File: config.mk
export PLATFORM = sky130hd
export DESIGN_NAME = ads5296_tx_serializer_flat
export DESIGN_NICKNAME = d
export VERILOG_FILES = /design/src/rtl/ads5296_tx_serializer_pkg.sv /design/src/rtl/ads5296_tx_serializer_if.sv /design/src/rtl/ads5296_tx_serializer_lane_shifter.sv /design/src/rtl/ads5296_tx_serializer.sv /design/src/flat_wrapper.sv
export SDC_FILE = /design/constraint.sdc
export NUM_CORES = 1
export LEC_CHECK = 0
export CAP_MARGIN = 20
export CORE_ASPECT_RATIO = 1.4
export CORE_MARGIN = 2
export CORE_UTILIZATION = 30
export CTS_CLUSTER_DIAMETER = 200
export DETAILED_ROUTE_END_ITERATION = 7
export GPL_ROUTABILITY_DRIVEN = 1
export GPL_TIMING_DRIVEN = 1
export PLACE_DENSITY = 0.5
export RECOVER_POWER = 50
export SKIP_LAST_GASP = 1
export SYNTH_ARGS = -nofsm -noshare
export SYNTH_HDL_FRONTEND = slang
export SYNTH_HIERARCHICAL = 1
export SYNTH_SLANG_ARGS = --single-unit
export TNS_END_PERCENT = 1
File: constraint.sdc
create_clock -name lclk -period 2.6 [get_ports lclk]
set_input_delay 0.39 -clock lclk [delete_from_list [all_inputs] [get_ports lclk]]
set_output_delay 0.39 -clock lclk [all_outputs]
set_load 0.005 [all_outputs]
File: src/rtl/ads5296_tx_serializer_pkg.sv
`default_nettype none
// ============================================================================
// Module   : ads5296_tx_pkg
// Brief    : Shared constants, types and helpers for the ADS5296 2-wire
//            LVDS transmit serializer.
// Revision : 1.0 - initial release
// ============================================================================
package ads5296_tx_pkg;

  // Each ADC channel is carried on two serial lanes
  localparam int LANES_PER_CH    = 2;
  // Frame clock is high for the first three bit slots of a frame
  localparam int FCLK_HIGH_SLOTS = 3;

  // Bit-slot counter; wide enough for sample widths up to 16 bits
  typedef logic [2:0] bit_cnt_t;

  // Number of bits each lane carries per frame
  function automatic int bits_per_lane(input int bits);
    return bits / LANES_PER_CH;
  endfunction

endpackage
`default_nettype wire

File: src/rtl/ads5296_tx_serializer_if.sv
`default_nettype none
// ============================================================================
// Module   : ads5296_tx_serializer_if
// Brief    : Sample/handshake bus and serial-side outputs of the ADS5296
//            transmit serializer. master = sample source, slave = serializer.
// Revision : 1.0 - initial release
// ============================================================================
interface ads5296_tx_serializer_if
  import ads5296_tx_pkg::*;
#(
  parameter int G_NUM_CHANNELS = 4,
  parameter int G_BITS         = 10
);

  logic                                  sync;
  logic [G_BITS*G_NUM_CHANNELS-1:0]      din;
  logic                                  din_valid;
  logic                                  din_ready;
  logic [LANES_PER_CH*G_NUM_CHANNELS-1:0] dout;
  logic                                  fclk_out;
  logic                                  frame_start;
  logic                                  sync_out;
  logic [15:0]                           underflow_cnt;

  modport master (
    output sync, din, din_valid,
    input  din_ready, dout, fclk_out, frame_start, sync_out, underflow_cnt
  );

  modport slave (
    input  sync, din, din_valid,
    output din_ready, dout, fclk_out, frame_start, sync_out, underflow_cnt
  );

endinterface
`default_nettype wire

File: src/rtl/ads5296_tx_serializer_lane_shifter.sv
`default_nettype none
// ============================================================================
// Module   : ads5296_lane_shifter
// Brief    : One channel's pair of lane shift registers. Upper half of the
//            sample goes to lane_hi, lower half to lane_lo, MSB first.
// Revision : 1.0 - initial release
// ============================================================================
module ads5296_lane_shifter
  import ads5296_tx_pkg::*;
#(
  parameter int              G_BITS      = 10,
  parameter logic [G_BITS-1:0] G_IDLE_WORD = '0
)(
  input  logic              lclk,
  input  logic              rst,
  input  logic              load,
  input  logic [G_BITS-1:0] load_word,
  output logic              lane_hi,
  output logic              lane_lo
);

  localparam int c_BPL = bits_per_lane(G_BITS);

  logic [c_BPL-1:0] r_sr_hi;
  logic [c_BPL-1:0] r_sr_lo;

  // Parallel load at frame boundary, otherwise shift one bit toward the MSB
  always_ff @(posedge lclk or posedge rst) begin
    if (rst) begin
      r_sr_hi <= G_IDLE_WORD[G_BITS-1 -: c_BPL];
      r_sr_lo <= G_IDLE_WORD[c_BPL-1:0];
    end else if (load) begin
      r_sr_hi <= load_word[G_BITS-1 -: c_BPL];
      r_sr_lo <= load_word[c_BPL-1:0];
    end else begin
      r_sr_hi <= {r_sr_hi[c_BPL-2:0], 1'b0};
      r_sr_lo <= {r_sr_lo[c_BPL-2:0], 1'b0};
    end
  end

  assign lane_hi = r_sr_hi[c_BPL-1];
  assign lane_lo = r_sr_lo[c_BPL-1];

endmodule
`default_nettype wire

File: src/rtl/ads5296_tx_serializer.sv
`default_nettype none
// ============================================================================
// Module   : ads5296_tx_serializer
// Brief    : Transmit-side model of the ADS5296 2-wire LVDS link. Holds one
//            sample vector, serializes it MSB first onto two lanes per
//            channel and generates frame clock, frame_start and sync markers.
//            Optional macro ADS5296_TX_RAMP_EN adds a test_mode input that
//            replaces the sample stream with a per-channel ramp.
// Revision : 1.0 - initial release
// ============================================================================
module ads5296_tx_serializer
  import ads5296_tx_pkg::*;
#(
  parameter int                G_NUM_CHANNELS = 4,
  parameter int                G_BITS         = 10,
  parameter logic [G_BITS-1:0] G_IDLE_WORD    = '0
)(
  input  logic lclk,
  input  logic rst,
`ifdef ADS5296_TX_RAMP_EN
  input  logic test_mode,
`endif
  ads5296_tx_serializer_if.slave bus
);

  localparam int c_BPL = bits_per_lane(G_BITS);
  localparam int c_W   = G_BITS * G_NUM_CHANNELS;
  localparam int c_LW  = LANES_PER_CH * G_NUM_CHANNELS;

  bit_cnt_t         r_bit_cnt;
  logic             r_sync_d;
  logic             r_hold_full;
  logic             r_primed;
  logic [c_W-1:0]   r_hold;
  logic             r_fclk;
  logic             r_frame_start;
  logic             r_sync_out;
  logic [15:0]      r_underflow_cnt;
  logic [c_LW-1:0]  w_dout;

  logic w_test_mode;
  logic w_sync_edge;
  logic w_load;
  logic w_din_ready;
  logic w_accept;
  logic w_idle_load;

`ifdef ADS5296_TX_RAMP_EN
  assign w_test_mode = test_mode;
`else
  assign w_test_mode = 1'b0;
`endif

  assign w_sync_edge = bus.sync & ~r_sync_d;
  // A coincident sync edge and last slot still form a single load
  assign w_load      = (r_bit_cnt == bit_cnt_t'(c_BPL - 1)) | w_sync_edge;
  // Hold can be refilled in the same cycle it is drained by a load
  assign w_din_ready = (~r_hold_full | w_load) & ~w_test_mode;
  assign w_accept    = bus.din_valid & w_din_ready;
  assign w_idle_load = w_load & ~r_hold_full & ~w_test_mode;

  // Bit-slot counter, frame clock and frame/sync markers
  always_ff @(posedge lclk or posedge rst) begin
    if (rst) begin
      r_bit_cnt     <= bit_cnt_t'(c_BPL - 1);
      r_sync_d      <= 1'b0;
      r_fclk        <= 1'b0;
      r_frame_start <= 1'b0;
      r_sync_out    <= 1'b0;
    end else begin
      r_sync_d <= bus.sync;
      if (w_load) begin
        r_bit_cnt     <= '0;
        r_fclk        <= 1'b1;
        r_frame_start <= 1'b1;
        r_sync_out    <= w_sync_edge;
      end else begin
        r_bit_cnt     <= r_bit_cnt + 1'b1;
        r_fclk        <= (int'(r_bit_cnt) + 1) < FCLK_HIGH_SLOTS;
        r_frame_start <= 1'b0;
        r_sync_out    <= 1'b0;
      end
    end
  end

  // One-entry holding register; ramp mode leaves its contents untouched
  always_ff @(posedge lclk or posedge rst) begin
    if (rst) begin
      r_hold      <= '0;
      r_hold_full <= 1'b0;
      r_primed    <= 1'b0;
    end else begin
      if (w_accept) begin
        r_hold      <= bus.din;
        r_hold_full <= 1'b1;
      end else if (w_load & ~w_test_mode) begin
        r_hold_full <= 1'b0;
      end
      r_primed <= r_primed | w_accept;
    end
  end

  // Saturating count of idle frames once real data has been seen
  always_ff @(posedge lclk or posedge rst) begin
    if (rst) begin
      r_underflow_cnt <= '0;
    end else if (w_idle_load & r_primed & (r_underflow_cnt != 16'hFFFF)) begin
      r_underflow_cnt <= r_underflow_cnt + 16'd1;
    end
  end

`ifdef ADS5296_TX_RAMP_EN
  logic [G_BITS-1:0] r_ramp [G_NUM_CHANNELS];

  // Per-channel ramp, channel c starting at c, advanced on each ramp frame
  always_ff @(posedge lclk or posedge rst) begin
    if (rst) begin
      for (int c = 0; c < G_NUM_CHANNELS; c++) r_ramp[c] <= G_BITS'(c);
    end else if (w_load & test_mode) begin
      for (int c = 0; c < G_NUM_CHANNELS; c++) r_ramp[c] <= r_ramp[c] + 1'b1;
    end
  end
`endif

  for (genvar c = 0; c < G_NUM_CHANNELS; c++) begin : g_ch
    logic [G_BITS-1:0] w_word;

`ifdef ADS5296_TX_RAMP_EN
    // Word for the next frame: ramp, held sample or idle pattern
    always_comb begin
      w_word = r_hold_full ? r_hold[G_BITS*c +: G_BITS] : G_IDLE_WORD;
      if (test_mode) w_word = r_ramp[c];
    end
`else
    // Word for the next frame: held sample or idle pattern
    always_comb begin
      w_word = r_hold_full ? r_hold[G_BITS*c +: G_BITS] : G_IDLE_WORD;
    end
`endif

    ads5296_lane_shifter #(
      .G_BITS      (G_BITS),
      .G_IDLE_WORD (G_IDLE_WORD)
    ) u_shifter (
      .lclk      (lclk),
      .rst       (rst),
      .load      (w_load),
      .load_word (w_word),
      .lane_hi   (w_dout[LANES_PER_CH*c]),
      .lane_lo   (w_dout[LANES_PER_CH*c + 1])
    );
  end

  assign bus.din_ready     = w_din_ready;
  assign bus.dout          = w_dout;
  assign bus.fclk_out      = r_fclk;
  assign bus.frame_start   = r_frame_start;
  assign bus.sync_out      = r_sync_out;
  assign bus.underflow_cnt = r_underflow_cnt;

endmodule
`default_nettype wire

File: src/flat_wrapper.sv
// flat-port wrapper written by rule: the top's interface ports become plain ports
module ads5296_tx_serializer_flat import ads5296_tx_pkg::*;
#(
  parameter int                G_NUM_CHANNELS = 4,
  parameter int                G_BITS         = 10,
  parameter logic [G_BITS-1:0] G_IDLE_WORD    = '0
)
  (lclk, rst, bus_sync, bus_din, bus_din_valid, bus_din_ready, bus_dout, bus_fclk_out, bus_frame_start, bus_sync_out, bus_underflow_cnt);
  ads5296_tx_serializer_if #(.G_NUM_CHANNELS(G_NUM_CHANNELS), .G_BITS(G_BITS)) bus_i ();
  input  logic lclk;
  input  logic rst;
  input wire logic [$bits(bus_i.sync)-1:0] bus_sync;
  input wire logic [$bits(bus_i.din)-1:0] bus_din;
  input wire logic [$bits(bus_i.din_valid)-1:0] bus_din_valid;
  output wire logic [$bits(bus_i.din_ready)-1:0] bus_din_ready;
  output wire logic [$bits(bus_i.dout)-1:0] bus_dout;
  output wire logic [$bits(bus_i.fclk_out)-1:0] bus_fclk_out;
  output wire logic [$bits(bus_i.frame_start)-1:0] bus_frame_start;
  output wire logic [$bits(bus_i.sync_out)-1:0] bus_sync_out;
  output wire logic [$bits(bus_i.underflow_cnt)-1:0] bus_underflow_cnt;
  assign bus_i.sync = bus_sync;
  assign bus_i.din = bus_din;
  assign bus_i.din_valid = bus_din_valid;
  assign bus_din_ready = bus_i.din_ready;
  assign bus_dout = bus_i.dout;
  assign bus_fclk_out = bus_i.fclk_out;
  assign bus_frame_start = bus_i.frame_start;
  assign bus_sync_out = bus_i.sync_out;
  assign bus_underflow_cnt = bus_i.underflow_cnt;
  ads5296_tx_serializer #(.G_NUM_CHANNELS(G_NUM_CHANNELS), .G_BITS(G_BITS), .G_IDLE_WORD(G_IDLE_WORD)) u_core (.lclk(lclk), .rst(rst), .bus(bus_i));
endmodule
Yosys cells after proc, flatten, opt, wreduce, memory -nomap -nowiden
Index checks and enable logic that the tools add are counted.
{"block": "classes", "n_bitwise": 10, "n_mux": 18, "shift": 0, "reduce_logical": 1, "n_div": 0, "add_sub_neg": 3, "mul": 0, "order_cmp": 1, "n_eq_ne": 2}
{"op": "$mux W10", "count": 4}
{"op": "$mux W5", "count": 8}
{"op": "$lt A32 B3 Y1 const B", "count": 1}
{"op": "$add A16 B1 Y16 const B", "count": 1}
{"op": "$ne A16 B16 Y1 const B", "count": 1}
{"op": "$and A1 B1 Y1", "count": 5}
{"op": "$mux W1", "count": 5}
{"op": "$add A3 B1 Y4 const B", "count": 1}
{"op": "$add A3 B1 Y3 const B", "count": 1}
{"op": "$eq A3 B3 Y1 const B", "count": 1}
{"op": "$mux W3", "count": 1}
{"op": "$or A1 B1 Y1", "count": 3}
{"op": "$not A1 Y1", "count": 2}
{"op": "$reduce_bool A2 Y1", "count": 1}
{"block": "word_totals", "wordCells": 52, "mem_bits_ro": 0, "output_inout_bits": 28, "latch_bits": 0, "in_bits": 44, "ram_bits": 0, "memories": 0, "ff_bits": 105}

Longest topological paths before layout
{"block": "depth", "ltp_word": 6, "depth_mapped": 6, "ltp_nobuf": 6}

Modules after synthesis
The synthesis kept the hierarchy.
{"mod": "ads5296_tx_serializer", "cells_each": 232, "n_inst": 1, "area_each_um2": 2926.6}
{"mod": "ads5296_lane_shifter", "cells_each": 22, "n_inst": 4, "area_each_um2": 400.4}

Worst setup path after synthesis
No wires, ideal clock.
{"block": "synth_path", "kind": "reg-to-reg", "from": "register u_core.r_bit_cnt[0]", "to": "register u_core.r_underflow_cnt[10] (netlist: u_core/bus.underflow_cnt[10])", "setup_time_ps": 79, "period_less_slack_ps": 1633, "required_time_ps": 2521, "stages_incl_launch_ff": 7, "setup_slack_ps": 967, "n_path_buf": 0, "t_arrival_ps": 1554, "path_cell_list": "dfrtp_1 inv_1 ha_1 nand2_2 a2111o_1 nor3_1 xor2_1"}
{"block": "synth_via", "elab_chain_cells": 5}
{"element": "start: declaration", "line_no": "ads5296_tx_serializer.sv:30", "text": "bit_cnt_t r_bit_cnt;"}
{"element": "start signal: assignment", "line_no": "ads5296_tx_serializer.sv:65", "text": "r_bit_cnt <= bit_cnt_t'(c_BPL - 1);"}
{"element": "start signal: assignment", "line_no": "ads5296_tx_serializer.sv:78", "text": "r_bit_cnt <= r_bit_cnt + 1'b1;"}
{"element": "$eq A3 B3 Y1", "line_no": "ads5296_tx_serializer.sv:56", "text": "assign w_load = (r_bit_cnt == bit_cnt_t'(c_BPL - 1)) | w_sync_edge;"}
{"element": "$or A1 B1 Y1", "line_no": "ads5296_tx_serializer.sv:56"}
{"element": "$and A1 B1 Y1", "line_no": "ads5296_tx_serializer.sv:60", "text": "assign w_idle_load = w_load & ~r_hold_full & ~w_test_mode;"}
{"element": "$and A1 B1 Y1 (2 in a row)", "line_no": "ads5296_tx_serializer.sv:107", "text": "end else if (w_idle_load & r_primed & (r_underflow_cnt != 16'hFFFF)) begin"}
{"element": "end signal: assignment", "line_no": "ads5296_tx_serializer.sv:108", "text": "r_underflow_cnt <= r_underflow_cnt + 16'd1;"}
{"element": "end: declaration", "line_no": "ads5296_tx_serializer.sv:38", "text": "logic [15:0] r_underflow_cnt;"}
Every way passes these cells.
A chain may end at the register's enable or synchronous reset.

Final worst setup path
{"block": "layout_path", "from": "input port bus_sync", "to": "output port bus_din_ready"}
{"block": "layout_via", "elab_chain_cells": 3}
{"element": "start: declaration", "line_no": "flat_wrapper.sv:12", "text": "input wire logic [$bits(bus_i.sync)-1:0] bus_sync;"}
{"element": "$and A1 B1 Y1", "line_no": "ads5296_tx_serializer.sv:54", "text": "assign w_sync_edge = bus.sync & ~r_sync_d;"}
{"element": "$or A1 B1 Y1", "line_no": "ads5296_tx_serializer.sv:56"}
{"element": "$or A1 B1 Y1", "line_no": "ads5296_tx_serializer.sv:58", "text": "assign w_din_ready = (~r_hold_full | w_load) & ~w_test_mode;"}
{"element": "end: declaration", "line_no": "flat_wrapper.sv:15", "text": "output wire logic [$bits(bus_i.din_ready)-1:0] bus_din_ready;"}
Every way passes these cells.

==> results.sh <==
export IMPL_setup_viol=0
export IMPL_grt_max_degree=42
export IMPL_die_width_um=108
export IMPL_syn_nets=368
export IMPL_power_per_cell_area_mw_per_mm2=927
export IMPL_synth_area_mm2=0.00453
export IMPL_clk_path_buf_depth=2
export IMPL_cp_start_kind="primary input"
export IMPL_wl_per_cell_um=14.5
export IMPL_worst_slack_ns=0.239
export IMPL_finalWirelength_um=8620
export IMPL_boundaryPins=72
export IMPL_p_total_mw=5.37
export IMPL_cp_data_arrival_time_ns=1.97
export IMPL_ctsResizeCount=0
export IMPL_synth_seq_area_share=0.581
export IMPL_synthDistinctLibCells=34
export IMPL_hold_path_class="reg2reg"
export IMPL_final_setup_skew_ns=0.00772
export IMPL_overflow=0
export IMPL_postSynthCellCount=320
export IMPL_synth_warnings=6
export IMPL_path_clk_slew_ns=0.06
export IMPL_final_max_slew_violation_count=0
export IMPL_postCtsSetupBuffers=0
export IMPL_cts_sinks=105
export IMPL_finalHoldWorstSlack_ns=0.476
export IMPL_grt_pass1_vias=2952
export IMPL_cp_end_kind="output port"
export IMPL_slew_headroom=0.396
export IMPL_max_freq_ghz=0.423
export IMPL_globalRouteTotalUtil=0.117
export IMPL_period_share=0.908
export IMPL_ff_latch_area_mm2=0.00263
export IMPL_hold_viol_final=0
export IMPL_r2r_start="u_core/r_bit_cnt[0]$_DFF_PP0_"
export IMPL_io_buffers=71
export IMPL_first_iter_violations=37
export IMPL_post_drt_via_cell_ratio=4.45
export IMPL_firstDrtPassIters=4
export IMPL_cp_max_fo=5
export IMPL_fin_util=0.388
export IMPL_rsz0062_at_grt="no"
export IMPL_syn_area_per_cell_um2=14.2
export IMPL_die_area_mm2=0.0161
export IMPL_cts_root_buf="clkbuf_16"
export IMPL_status="completed"
export IMPL_cts_hold_buf=0
export IMPL_dp_hpwl_um=5810
export IMPL_drc=0
export IMPL_coreArea_mm2=0.0149
export IMPL_drive_gt1_frac=0.272
export IMPL_startpoint="bus_sync"
export IMPL_syn2layout_area_growth_pct=27.9
export IMPL_nets=444
export IMPL_drv_cap=0
export IMPL_cts_tree="built"
export IMPL_worst_pin_slew_ns=0.905
export IMPL_multi_input_area_mm2=0.00179
export IMPL_place_gp_congestion=0.778
export IMPL_htree_num_levels=3
export IMPL_die_h_um=149
export IMPL_num_fill_cells=1460
export IMPL_post_place_ws_ns=0.197
export IMPL_critPathRequiredTime_ns=2.21
export IMPL_tns_ns=0
export IMPL_ys_ff_latch=105
export IMPL_initial_core_util=0.303
export IMPL_antenna_found_initial=0
export IMPL_clock_latency_ns=0.34
export IMPL_ant_nets=0
export IMPL_leakage_nw=2.49
export IMPL_grt_pass1_wl_um=14700
export IMPL_peakVddDrop_mv=0.364
export IMPL_path_class="in2out"
export IMPL_hold_start="u_core/g_ch[1].u_shifter/r_sr_lo[1]$_DFF_PP0_"
export IMPL_cts_buffers=9
export IMPL_finalCriticalPeriod_ns=2.36
export IMPL_diodes=0
export IMPL_num_vias=2638
export IMPL_row_count=53
-- metrics by stage --
| step | std cells | cell area [um^2] |
|---|---|---|
| final | 593 | 5790 |
| after global routing | 593 | 5790 |
| after CTS | 593 | 5810 |
| after detailed placement | 577 | 5500 |
| after global placement | 577 | 5500 |
| after floorplan | 320 | 4530 |
-- layout make-up --
class,instances,share of cell area
clock inverter,4,0.00886
clock buffer,12,0.0443
sequential,105,0.454
timing repair buffer,77,0.136
inverter,10,0.00648
tap,192,0.0415
multi-input combinational,193,0.309
-- logic make-up (layout without fill, tap and decap cells) --
group,Yosys count,in the layout,share of synthesized area
AOI/OAI and AO/OA,13,13,0.0254
xor gates and xnor gates,15,15,0.0290
adders and majority gates,4,4,0.0111
buffers and inverters,22,103,0.0260
DFF,105,105,0.581
muxes,73,73,0.208
and+or+nand+nor,88,88,0.120
-- path summary, 6_finish.rpt --
kind,end,slack [ns],cells after the start
min,u_core/g_ch[1].u_shifter/r_sr_lo[2]$_DFF_PP0_,0.48,1
min in group asynchronous,u_core/g_ch[3].u_shifter/r_sr_hi[4]$_DFF_PP0_,0.60,2
min reg2reg,u_core/g_ch[1].u_shifter/r_sr_lo[2]$_DFF_PP0_,0.48,1
max,bus_din_ready,0.24,6
max reg2reg,u_core/g_ch[3].u_shifter/r_sr_hi[2]$_DFF_PP0_,0.58,6
max in group asynchronous,u_core/r_hold[34]$_DFFE_PP0P_,0.57,3
-- sequential cells by signal (all words and copies together) (netlist names) --
register / flops
u_core/bus.sync_out: 1
u_core/r_hold: 40
u_core/r_sync_d: 1
u_core/r_primed: 1
u_core/bus.fclk_out: 1
u_core/r_bit_cnt: 3
u_core/g_ch.u_shifter/r_sr_hi: 20
u_core/r_hold_full: 1
u_core/bus.underflow_cnt: 16
u_core/bus.frame_start: 1
u_core/g_ch.u_shifter/r_sr_lo: 20
-- placed cells by master (no fill, tap or decap), drive strengths merged, types with 3 or more instances in the layout --
| cell | n |
|---|---|
| clkbuf | 14 |
| buf | 4 |
| inv | 10 |
| ha | 4 |
| nand2b | 3 |
| nand4 | 6 |
| and3 | 5 |
| nor3 | 3 |
| nand2 | 7 |
| nor2 | 6 |
| a21oi | 4 |
| dfrtp | 104 |
| xnor2 | 10 |
| dlygate4sd3 | 9 |
| nand3 | 3 |
| mux2 | 73 |
| o211ai | 3 |
| clkdlybuf4s50 | 62 |
| and2 | 49 |
| xor2 | 5 |
-- cell usage after synthesis --
master / count / area [um^2]
dfrtp_1: 104 / 2600
and2_1: 41 / 257
mux2_2: 41 / 462
mux2_4: 32 / 480
inv_1: 10 / 37.5
xnor2_1: 10 / 87.6
and2_2: 8 / 60.1
nand2_1: 6 / 22.5
nand4_1: 6 / 37.5
nor2_1: 6 / 22.5
and3_1: 5 / 31.3
xor2_1: 5 / 43.8
buf_2: 4 / 20.0
buf_6: 4 / 45.0
clkbuf_1: 4 / 15.0
ha_1: 4 / 50.1
a21oi_1: 3 / 15.0
nand2b_1: 3 / 18.8
nand3_1: 3 / 15.0
nor3_1: 3 / 15.0
o211ai_1: 3 / 22.5
and4_1: 2 / 17.5
o21ai_0: 2 / 10.0
a2111o_1: 1 / 11.3
a2111oi_4: 1 / 27.5
a21boi_2: 1 / 11.3
a21oi_2: 1 / 8.76
a41oi_1: 1 / 8.76
dfstp_2: 1 / 26.3
nand2_2: 1 / 6.26
nand4b_1: 1 / 8.76
nor3b_2: 1 / 12.5
nor4_2: 1 / 12.5
or2_2: 1 / 6.26
-- report_power, final --
| part | leakage, nW | switching (mW) | internal [mW] | total, mW |
|---|---|---|---|---|
| Combinational | 1.06 | 0.499 | 1.02 | 1.52 |
| Sequential | 1.28 | 0.272 | 2.20 | 2.47 |
| Clock | 0.149 | 0.582 | 0.800 | 1.38 |
| Total | 2.49 | 1.35 | 4.02 | 5.37 |
-- layer usage --
metal / up-vias / wire length, um / GRT usage
met4: 0 / 146 / 0.0532
met5: - / 0 / 0
met2: 61 / 4190 / 0.188
met3: 11 / 484 / 0.0315
met1: 1322 / 3800 / 0.146
li1: 1244 / - / -
-- critical path, stage by stage --
cell and delay, ns:
clkdlybuf4s50_1 0.42, nand2b_1 0.19, inv_1 0.09, a21oi_2 0.26, nand2_1 0.12, clkdlybuf4s50_1 0.49
Power figures use the tool's default switching activity.
